## src/rtl/fetch_cycle.sv

```systemverilog
// Instruction fetch stage: one outstanding imem read, 2-entry {pc, inst} FIFO
// toward decode, with branch redirect that discards in-flight responses.
module fetch_cycle #(
  parameter logic [15:0] RESET_PC = 16'h0000
) (
  input  logic        clk,
  input  logic        rst,
  input  logic        stall,
  input  logic        branch_taken,
  input  logic [15:0] branch_target,
  output logic        imem_req,
  output logic [15:0] imem_addr,
  input  logic        imem_ack,
  input  logic [15:0] imem_rdata,
  output logic [15:0] ir,
  output logic [15:0] pcout,
  output logic        valid
);

  typedef enum logic [1:0] {IDLE, WAIT, WAIT_DROP} state_t;

  state_t           state, state_nx;
  logic [15:0]      fetch_pc, fetch_pc_nx;
  logic [1:0][15:0] fifo_pc, fifo_inst;
  logic             rd_ptr, wr_ptr;
  logic [1:0]       count, count_next;
  logic             push, pop;
  logic             req_nx;
  logic [15:0]      addr_nx;

  // A word pushed this cycle is not yet in count, so it cannot pop this cycle.
  always_comb begin
    push       = (state == WAIT) && imem_ack && !branch_taken;
    pop        = (count != 2'd0) && (!valid || !stall) && !branch_taken;
    count_next = count + 2'(push) - 2'(pop);
  end

  always_comb begin
    state_nx = state;
    case (state)
      IDLE:      if (!branch_taken && count_next < 2'd2) state_nx = WAIT;
      WAIT: begin
        if (branch_taken)                         state_nx = imem_ack ? IDLE : WAIT_DROP;
        else if (imem_ack && count_next == 2'd2)  state_nx = IDLE;
      end
      WAIT_DROP: if (imem_ack) state_nx = IDLE;
      default:   state_nx = IDLE;
    endcase
  end

  always_comb begin
    req_nx      = (state_nx != IDLE);
    addr_nx     = imem_addr;
    fetch_pc_nx = fetch_pc;
    if (state == IDLE && state_nx == WAIT) addr_nx = fetch_pc;
    if (push) begin
      fetch_pc_nx = imem_addr + 16'd2;
      if (state_nx == WAIT) addr_nx = imem_addr + 16'd2;
    end
    if (branch_taken) fetch_pc_nx = {branch_target[15:1], 1'b0};
  end

  always_ff @(posedge clk) begin
    if (rst) begin
      state     <= IDLE;
      fetch_pc  <= RESET_PC;
      imem_req  <= 1'b0;
      imem_addr <= 16'h0000;
      count     <= 2'd0;
      rd_ptr    <= 1'b0;
      wr_ptr    <= 1'b0;
      fifo_pc   <= '0;
      fifo_inst <= '0;
      ir        <= 16'h0000;
      pcout     <= 16'h0000;
      valid     <= 1'b0;
    end else begin
      state     <= state_nx;
      fetch_pc  <= fetch_pc_nx;
      imem_req  <= req_nx;
      imem_addr <= addr_nx;
      if (branch_taken) begin
        count  <= 2'd0;
        rd_ptr <= 1'b0;
        wr_ptr <= 1'b0;
        valid  <= 1'b0;
      end else begin
        count <= count_next;
        if (push) begin
          fifo_pc[wr_ptr]   <= imem_addr;
          fifo_inst[wr_ptr] <= imem_rdata;
          wr_ptr            <= ~wr_ptr;
        end
        if (pop) begin
          ir     <= fifo_inst[rd_ptr];
          pcout  <= fifo_pc[rd_ptr];
          valid  <= 1'b1;
          rd_ptr <= ~rd_ptr;
        end else if (!stall) begin
          valid <= 1'b0;
        end
      end
    end
  end

endmodule

```

## config.mk

```make
export PLATFORM = sky130hd
export DESIGN_NAME = fetch_cycle
export DESIGN_NICKNAME = d
export VERILOG_FILES = /design/src/rtl/fetch_cycle.sv
export SDC_FILE = /design/constraint.sdc
export NUM_CORES = 1
export LEC_CHECK = 0
export ABC_CLOCK_PERIOD_IN_PS = 4350
export CORE_ASPECT_RATIO = 1.25
export CORE_UTILIZATION = 35
export CTS_CLUSTER_SIZE = 24
export DETAILED_ROUTE_END_ITERATION = 8
export GPL_TIMING_DRIVEN = 0
export PLACE_DENSITY_LB_ADDON = 0.05
export SETUP_SLACK_MARGIN = 0.05
export SLEW_MARGIN = 0
export SYNTH_ARGS = -nofsm -noshare
export SYNTH_HDL_FRONTEND = slang
export SYNTH_SLANG_ARGS = --single-unit
```

## constraint.sdc

```tcl
create_clock -name clk -period 4.35 [get_ports clk]
set_clock_uncertainty 0.05 [all_clocks]
set_input_delay 0.435 -clock clk [delete_from_list [all_inputs] [get_ports clk]]
set_output_delay 0.435 -clock clk [all_outputs]
set_load 0.05 [all_outputs]
```

* Word level (Yosys, flattened, before mapping)
Index checks and enable logic that the tools add are counted.
Cells by class: add/subtract/negate cells 3, order comparisons 4, equality and inequality tests 5, multiplexer cells 21, bitwise gates (word level) 3, reductions and logical operators 19
Operators with widths (number):
- two-way mux 16 bit | 10
- bitwise mux 32 bit | 2
- adder 16 x 2 -> 16 bit, second input constant | 1
- demux 16 bit (select 1 bit) | 1
- two-way mux 2 bit | 5
- logical AND 1 bit | 8
- case mux 2 bit (3 select lines) | 1
- nonzero test 2 bit | 3
- equality test 2 x 1 -> 1 bit, second input constant | 2
- equality test 2 bit, second input constant | 2
- < comparator 1 x 2 -> 1 bit, second input constant | 2
- AND reduction 2 bit | 2
- zero test 1 bit | 3
- NOT 1 bit | 3
- adder 2 x 1 -> 2 bit | 1
- zero test 2 bit | 1
- < comparator 2 bit, second input constant | 1
- two-way mux 1 bit | 2
- inequality test 2 x 1 -> 1 bit, second input constant | 1
- OR reduction 2 bit | 1
- subtractor 2 x 1 -> 2 bit | 1
- greater-or-equal comparator 1 bit, second input constant | 1
- logical OR 1 bit | 1
Word-level totals: flip-flop bits (word level) 136, bits of input ports 37, output and inout port bits 50, logic and storage cells 70

* Depth between registers and ports, before layout
Gate-level depths: netlist of the first run.
word-level depth 15, mapped depth 13, gate-level depth less buffers 11

* Least setup slack after synthesis of the first run
OpenSTA, ideal clock, no wires.
path kind input -> register, from in branch_taken, to reg imem_addr[0], library setup time 0.086 ns, data arrival time 3.150 ns, required time 4.214 ns, slack 1.064 ns, stages on the path 13, path buffers 5, path through clkbuf_1 -> nor3b_1 -> clkbuf_1 -> clkbuf_1 -> ha_1 -> inv_1 -> ha_1 -> xor3_1 -> nor4_1 -> buf_2 -> buf_2 -> nor2_1 -> a211oi_1
Between the ends: elaborated cells between the ends (all ways) 18, those cells by class add/sub (2); order compare (1); eq/ne (2); mux (7); reduce/logical (6)
RTL lines:
- start: declaration | line 9 | input logic branch_taken,
- zero test 1 bit * | line 34 | pop = (count != 2'd0) && (!valid || !stall) && !branch_taken;
- logical AND 1 bit * | line 34
- net pop | line 27 | logic push, pop;
- subtractor 2 x 1 -> 2 bit * | line 35 | count_next = count + 2'(push) - 2'(pop);
- equality test 2 bit | line 44 | else if (imem_ack && count_next == 2'd2) state_nx = IDLE;
- logical AND 1 bit | line 44
- two-way mux 2 bit | line 44
- two-way mux 2 bit | line 43 | if (branch_taken) state_nx = imem_ack ? IDLE : WAIT_DROP;
- case mux 2 bit (3 select lines) * | line 40 | case (state)
- equality test 2 x 1 -> 1 bit * | line 55, 58
- logical AND 1 bit | line 55 | if (state == IDLE && state_nx == WAIT) addr_nx = fetch_pc;
- two-way mux 16 bit | line 55
- two-way mux 16 bit | line 58 | if (state_nx == WAIT) addr_nx = imem_addr + 16'd2;
- two-way mux 16 bit * | line 56 | if (push) begin
- end signal: assignment | line 81 | imem_addr <= addr_nx;
- end: declaration | line 12 | output logic [15:0] imem_addr,
Mark *: on every way through the listed nets, which the timed path passes. The rest lies on a longest branch. A chain may end at the register's enable or synchronous reset.

* Final worst setup path of the first run
from in stall, to reg imem_addr[7]
Between the ends: word-level cells in the longest chain between the ends 15, elaborated cells between the ends (all ways) 18, those cells by class add/sub (1); order compare (1); eq/ne (2); mux (7); reduce/logical (7)
RTL lines:
- start: declaration | line 8 | input logic stall,
- zero test 1 bit *
- logical OR 1 bit * | line 34
- logical AND 1 bit * (2 in series) | line 34
- net pop | line 27
- subtractor 2 x 1 -> 2 bit * | line 35
- equality test 2 bit | line 44
- logical AND 1 bit | line 44
- two-way mux 2 bit | line 44
- two-way mux 2 bit | line 43
- case mux 2 bit (3 select lines) * | line 40
- equality test 2 x 1 -> 1 bit * | line 55, 58
- logical AND 1 bit | line 55
- two-way mux 16 bit | line 55
- two-way mux 16 bit | line 58
- two-way mux 16 bit * | line 56
Marks and branches as above.

==> results.py, run 1 <==
metrics = {
    "power_and_ir_drop": {
        "seq_power_share_pct": 42.4,
        "combPwrFrac_pct": 8.4,
        "clock_power_share_pct": 49.3,
        "p_switching_uw": 706,
        "power_density_nw_per_um2": 411,
        "power_leakage_uw": 0.00244,
        "max-vdd-ir-drop_uv": 218,
        "p_int_uw": 2360,
        "switching_share_pct": 23.1,
    },
    "finish": {
        "regArea_um2": 2720,
        "mostFrequentLayoutCell": "nand2_1",
        "layout_common_cells": "nand2_1 (155), dfxtp_1 (136), a21oi_1 (93), nor2_1 (84), clkdlybuf4s50_1 (84)",
        "multiInputGateArea_um2": 2720,
        "drive_gt1_share_pct": 7.13,
        "syn_to_final_growth_pct": 30.5,
        "nNetsFinal": 840,
        "num-fill-cells": 1578,
        "final_cell_count_no_fill": 1025,
        "antennaDiodeCount": 0,
    },
    "sta": {
        "hold_violations": 0,
        "maxSlewViolCount": 0,
        "finalSetupViolCount": 0,
        "setup_slack_ps": 300,
        "finalCriticalPeriod_ps": 4050,
        "grt_setup_unrepaired": "no",
        "worstMarginPinSlew_ps": 841,
        "fin_crit_sh_pct": 93.1,
        "slew_headroom_pct": 43.9,
        "clock.fmax_ghz": 0.247,
    },
    "clock_tree": {
        "cts.path.max_buffers": 2,
        "clk_latency_ps": 420,
        "clock-sinks": 136,
        "cts_tree": "built",
        "ctsHoldBuffers": 0,
        "htreeDepth": 4,
        "numCtsBuffers": 17,
        "ctsRootBufferMaster": "clkbuf_16",
        "path_clk_slew_ps": 60,
    },
    "yosys": {
        "ys_top_cells_by_area": "dfxtp_1 (48%), nand2_1 (10%), a21oi_1 (8.2%)",
        "synth_top_area_share_pct": 47.7,
        "synth-edff-count": 0,
        "syn_avg_cell_area_um2": 8.19,
        "synth_area_um2": 5710,
        "ys.flop_type": "dfxtp_1",
        "syn-num-nets": 737,
        "synth_seq_area_share_pct": 47.7,
        "synth_cells": 697,
        "async_flop_share_pct": 0,
        "yosys.area.top_type": "dfxtp_1",
        "synth.distinct_cells": 44,
        "ys_ff_latch": 136,
        "yosysWarnings": 0,
    },
    "floorplanning": {
        "ios": 87,
        "die_w_um": 116,
        "die_h_um": 145,
        "rows": 51,
        "start_util_pct": 36.2,
        "dieArea_um2": 16800,
        "core_um2": 15800,
    },
    "grt": {
        "grt_pass1_vias": 4919,
        "grt_overflow": 0,
        "grt_use_total_pct": 20.4,
        "grt_pass1_wl_um": 25400,
        "grt_max_degree": 17,
        "antenna_found_initial": 0,
    },
    "min_path": {
        "holdPathStages": 2,
        "min_to": "fifo_inst[14]",
        "hp-start": "fifo_inst[14]",
        "holdCritPathClass": "register to register",
    },
    "placed_design": {
        "place_ws_ps": -374,
        "dp_cells": 993,
        "place.gp.congestion": 0.876,
        "portBuffers": 84,
        "hpwl_um": 11800,
    },
    "setup_path": {
        "crit_family": "buffers and inverters",
        "cp_cell_sequence": "clkdlybuf4s50_1 -> nand2_1 -> nor3b_1 -> clkbuf_1 -> clkbuf_2 -> ha_1 -> inv_1 -> ha_1 -> xor3_1 -> nor4_1 -> buf_2 -> nor2_1 -> o21ai_0 -> a21oi_1",
        "path_buf_inv": 5,
        "crit_path_end_kind": "register",
        "cp_max_fo": 10,
        "crit_type": "primary input to register",
        "crit_slowest_cell": "clkbuf_1",
        "r2r_cells": 13,
        "setup.worst_path.start": "stall",
        "critPathMostFrequentCell": "ha_1",
        "critPathMaxStageDelay_ps": 450,
        "arrival_ps": 4280,
        "r2r_setup_slack_ps": 370,
        "worst_setup_path_start_kind": "primary input",
        "worstReg2RegEnd": "imem_addr[7]",
        "crit_required_ps": 4580,
        "r2r_start": "count[1]",
    },
    "routing": {
        "postRouteAntennaNets": 0,
        "wl_um": 16500,
        "viasPerCell": 4.98,
        "drc_errors": 0,
        "drtIter0Drc": 251,
        "vias": 5104,
        "firstDrtPassIters": 4,
        "wl_per_cell_um": 16.1,
    },
    "run_status": {
        "status": "complete, no violations",
    },
    "job": {
        "drv_cap": 0,
    },
}
==> tightest hold or removal path, delay by kind of cell, from the launching register on <==
| kind | cells | cell delay, ps |
|---|---|---|
| AO/OA/AOI/OAI | 1 | 50 |
| flip-flops | 1 | 300 |
| AND/OR/NAND/NOR | 1 | 50 |
==> per-stage QoR <==
| step | cell area, um2 | setup TNS (ps) | util (%) | hold WS (ps) | total power [uW] |
|---|---|---|---|---|---|
| 2_1_floorplan | 5710 | 0 | - | 386 | 1470 |
| 3_3_place_gp | 6810 | -4450 | 43.2 | 392 | 1580 |
| 3_5_place_dp | 6810 | -4670 | 43.2 | 397 | 1580 |
| 4_1_cts | 7440 | 0 | 47.2 | 405 | 3090 |
| 5_1_grt | 7450 | 0 | 47.3 | 420 | 3170 |
| 6_report | 7450 | 0 | 47.3 | 403 | 3060 |
==> state kept, by name, summed over array words and instances (netlist names) <==
| register | cells |
|---|---|
| count | 2 |
| state | 2 |
| wr_ptr | 1 |
| fetch_pc | 16 |
| imem_addr | 16 |
| fifo_pc | 32 |
| valid | 1 |
| imem_req | 1 |
| fifo_inst | 32 |
| rd_ptr | 1 |
| ir | 16 |
| pcout | 16 |
==> final cells by class <==
cell class | count | area share, %
Clock buffer | 24 | 6.87
Inverter | 7 | 0.353
Multi-Input combinational cell | 495 | 36.5
Sequential cell | 136 | 36.6
Tap cell | 212 | 3.56
Buffer | 59 | 3.29
Clock inverter | 8 | 1.55
Timing Repair Buffer | 84 | 11.3
==> synth_stat cells (2+ instances only) <==
master,instances
nand4_1,2
a221oi_1,3
nand3_1,2
dfxtp_1,136
xor2_1,5
or3_2,2
buf_2,15
nor2_1,84
a31oi_1,2
or2_2,2
nand2_1,155
nor3_1,5
and2_1,2
nor4_1,6
a21oi_1,93
o21ai_0,16
nand3b_1,2
or3_1,2
inv_1,7
a211oi_1,41
clkbuf_1,43
xnor2_1,9
ha_1,3
mux2i_1,38
a32oi_1,2
nand3_4,2
==> worst max path at each step <==
stage	endpoint	slack, ps	depth (start not counted)
2_1_floorplan	imem_addr[0]	1060	13
3_3_place_gp	imem_addr[1]	-360	14
3_5_place_dp	imem_addr[7]	-370	14
4_1_cts	imem_addr[7]	60	14
5_1_grt	imem_addr[0]	100	14
6_report	imem_addr[7]	300	14
==> power groups by stage <==
stage / combinational, uW / sequential, uW / clock [uW]
6_report: 256 / 1300 / 1510
5_1_grt: 275 / 1300 / 1590
4_1_cts: 257 / 1300 / 1530
3_5_place_dp: 255 / 1320 / 0
3_3_place_gp: 252 / 1320 / 0
2_1_floorplan: 107 / 1360 / 0
==> per-layer routing <==
layer | share of wire (%) | vias to the layer above | wire, um | GRT usage [%]
met4 | 2.5 | 0 | 419 | 10.7
met5 | 0 | - | 0 | 0
met1 | 43 | 2357 | 7100 | 23.5
met2 | 50 | 144 | 8280 | 35.9
met3 | 4.2 | 27 | 690 | 3.37
li1 | - | 2576 | - | -
==> cell families after synthesis <==
| family | share of synthesized area, % |
|---|---|
| simple gates | 20.2 |
| compound gates | 16.9 |
| flops | 47.7 |
| buf+inv | 4.73 |
| mux | 6.86 |
| xor+xnor | 2.96 |
| fa+ha+maj | 0.658 |
==> what timing repair did <==
item | 4_1_cts | 5_1_grt
buffers inserted | 0 | 0
endpoints found under the hold margin | 0 | 0
endpoints found under the setup margin | 0 | 15
gates resized for setup | 0 | 3
No activity file was read; power rests on OpenSTA's default activity.
==> run 2: changes to the inputs <==
CELL_PAD_IN_SITES_DETAIL_PLACEMENT = 1   (was not set)
CELL_PAD_IN_SITES_GLOBAL_PLACEMENT = 2   (was not set)
CORE_UTILIZATION = 32   (was 35)
==> run 2 against run 1 <==
Against the previous run: via count is 2.4% higher; final area is 0.72% lower; die area is 9.2% higher; worst hold slack better by 1.9 ps; maximum frequency is 4.1% higher; final cell count is 1.2% higher; flip-flop and latch count stayed put; first-iteration DRC count is 43% lower; largest power group unchanged; highest routed layer unchanged.
==> results.py, run 2 (same netlist as run 1, synthesis figures left out) <==
metrics = {
    "run_status": {
        "status": "complete, no violations",
    },
    "routing": {
        "wl_um": 18600,
        "drtIter0Drc": 144,
        "drc_errors": 0,
        "wl_per_cell_um": 17.9,
        "vias": 5226,
        "postRouteAntennaNets": 0,
        "firstDrtPassIters": 4,
        "viasPerCell": 5.04,
    },
    "placed_design": {
        "dp_cells": 1005,
        "hpwl_um": 13800,
        "place_area_um2": 6830,
        "place.gp.congestion": 0.811,
        "portBuffers": 84,
    },
    "sta": {
        "clock.fmax_ghz": 0.257,
        "tns_ps": 0,
        "finalCriticalPeriod_ps": 3890,
        "grt_setup_unrepaired": "no",
        "worstMarginPinSlew_ps": 856,
        "fin_crit_sh_pct": 89.5,
        "worst_hold_slack_ps": 405,
        "maxSlewViolCount": 0,
        "finalSetupViolCount": 0,
        "slew_headroom_pct": 42.9,
        "hold_violations": 0,
    },
    "min_path": {
        "holdCritPathClass": "register to register",
        "holdPathStages": 2,
    },
    "power_and_ir_drop": {
        "max-vdd-ir-drop_uv": 221,
        "power_density_nw_per_um2": 397,
        "power_leakage_uw": 0.00240,
        "power_uw": 2930,
    },
    "floorplanning": {
        "start_util_pct": 32.7,
        "ios": 87,
        "rows": 54,
        "die_w_um": 121,
        "dieArea_um2": 18400,
        "die_h_um": 151,
        "core_um2": 17400,
    },
    "clock_tree": {
        "clk_latency_ps": 420,
        "cts_tree": "built",
        "numCtsBuffers": 17,
        "path_clk_slew_ps": 60,
        "ctsRootBufferMaster": "clkbuf_16",
        "cts.path.max_buffers": 2,
        "htreeDepth": 4,
        "clock-sinks": 136,
    },
    "setup_path": {
        "crit_type": "primary input to register",
        "crit_required_ps": 4560,
        "path_depth": 14,
        "r2r_cells": 13,
        "path_buf_inv": 5,
        "crit_slowest_cell": "clkdlybuf4s50_1",
        "arrival_ps": 4100,
        "crit_path_end_kind": "register",
        "worst_setup_path_start_kind": "primary input",
        "crit_family": "buffers and inverters",
        "critPathMaxStageDelay_ps": 410,
        "cp_cell_sequence": "clkdlybuf4s50_1 -> nand2_1 -> nor3b_1 -> clkbuf_2 -> clkbuf_2 -> ha_1 -> inv_1 -> ha_1 -> xor3_1 -> nor4_1 -> buf_2 -> nor2_1 -> o21ai_0 -> a21oi_1",
        "cp_max_fo": 10,
    },
    "finish": {
        "largestRegisters": "fifo_inst: 32 flops, fifo_pc: 32 flops",
        "mostFrequentLayoutCell": "nand2_1",
        "layout_common_cells": "nand2_1 (155), dfxtp_1 (136), a21oi_1 (93), nor2_1 (84), clkdlybuf4s50_1 (84)",
        "final_cell_count_no_fill": 1037,
        "final_cell_area_um2": 7390,
        "drive_gt1_share_pct": 7.01,
        "syn_to_final_growth_pct": 29.5,
        "antennaDiodeCount": 0,
        "num-fill-cells": 2130,
        "nNetsFinal": 840,
    },
    "grt": {
        "grt_max_degree": 17,
        "grt_overflow": 0,
        "grt_pass1_wl_um": 29200,
        "grt_pass1_vias": 5387,
        "antenna_found_initial": 0,
        "grt_use_total_pct": 21.2,
    },
    "job": {
        "drv_cap": 0,
    },
}
==> run 2: changes by cell type in the layout (fill, tap and decap cells not counted), sizes merged <==
cell | previous run | this run
clkinvlp | 0 | 2
bufinv | 3 | 1
==> run 2: final timing paths <==
kind                  from            end  slack [ps]
max                  stall   imem_addr[4]         460
min          fifo_inst[21]  fifo_inst[21]         400
max reg2reg       count[1]   imem_addr[4]         540
min reg2reg  fifo_inst[21]  fifo_inst[21]         400
==> run 2: repair_timing <==
action,in CTS,in global routing
pin swaps,0,0
buffers inserted,0,0
hold buffers,0,0
endpoints found under the setup margin,5,7
resized for setup,1,4
==> run 2: metrics by stage <==
| step | setup WS (ps) | util, % |
|---|---|---|
| after detailed placement | -399 | 39.2 |
| after global placement | -374 | 39.2 |
| after floorplan | 1060 | - |
| final | 458 | 42.4 |
| after global routing | 185 | 42.4 |
| after CTS | 234 | 42.4 |
==> run 2: worst reg2reg max path, delay by kind of cell (launching register included) <==
kind,cells,cell delay (ps)
XOR/XNOR,1,280
AND/OR/NAND/NOR,4,1080
buffers and inverters,4,1090
AO/OA/AOI/OAI,2,340
flip-flops,1,360
adder cells (fa/ha/maj),2,460
==> run 2: layout make-up <==
type / instances / area (um2) / area share, %
clock buffers: 24 / 492 / 6.65
flip-flops and latches: 136 / 2720 / 36.8
inverters: 7 / 26.3 / 0.355
clock inverters: 8 / 70.1 / 0.948
repair buffers: 84 / 841 / 11.4
multi-input cells: 495 / 2720 / 36.7
plain buffers: 59 / 248 / 3.35
well taps: 224 / 280 / 3.79
==> run 2: layer usage <==
layer / part of all wire, % / GRT usage [%]
met2: 50 / 37.9
met3: 3.5 / 4.22
met1: 43 / 24.4
met5: 0 / 0
met4: 2.7 / 8.95
==> run 2: report_power, final <==
part / total [uW] / internal [uW] / switching [uW]
clock: 1370 / 842 / 533
combinational: 260 / 95.3 / 165
sequential: 1300 / 1270 / 23.7
total: 2930 / 2210 / 722
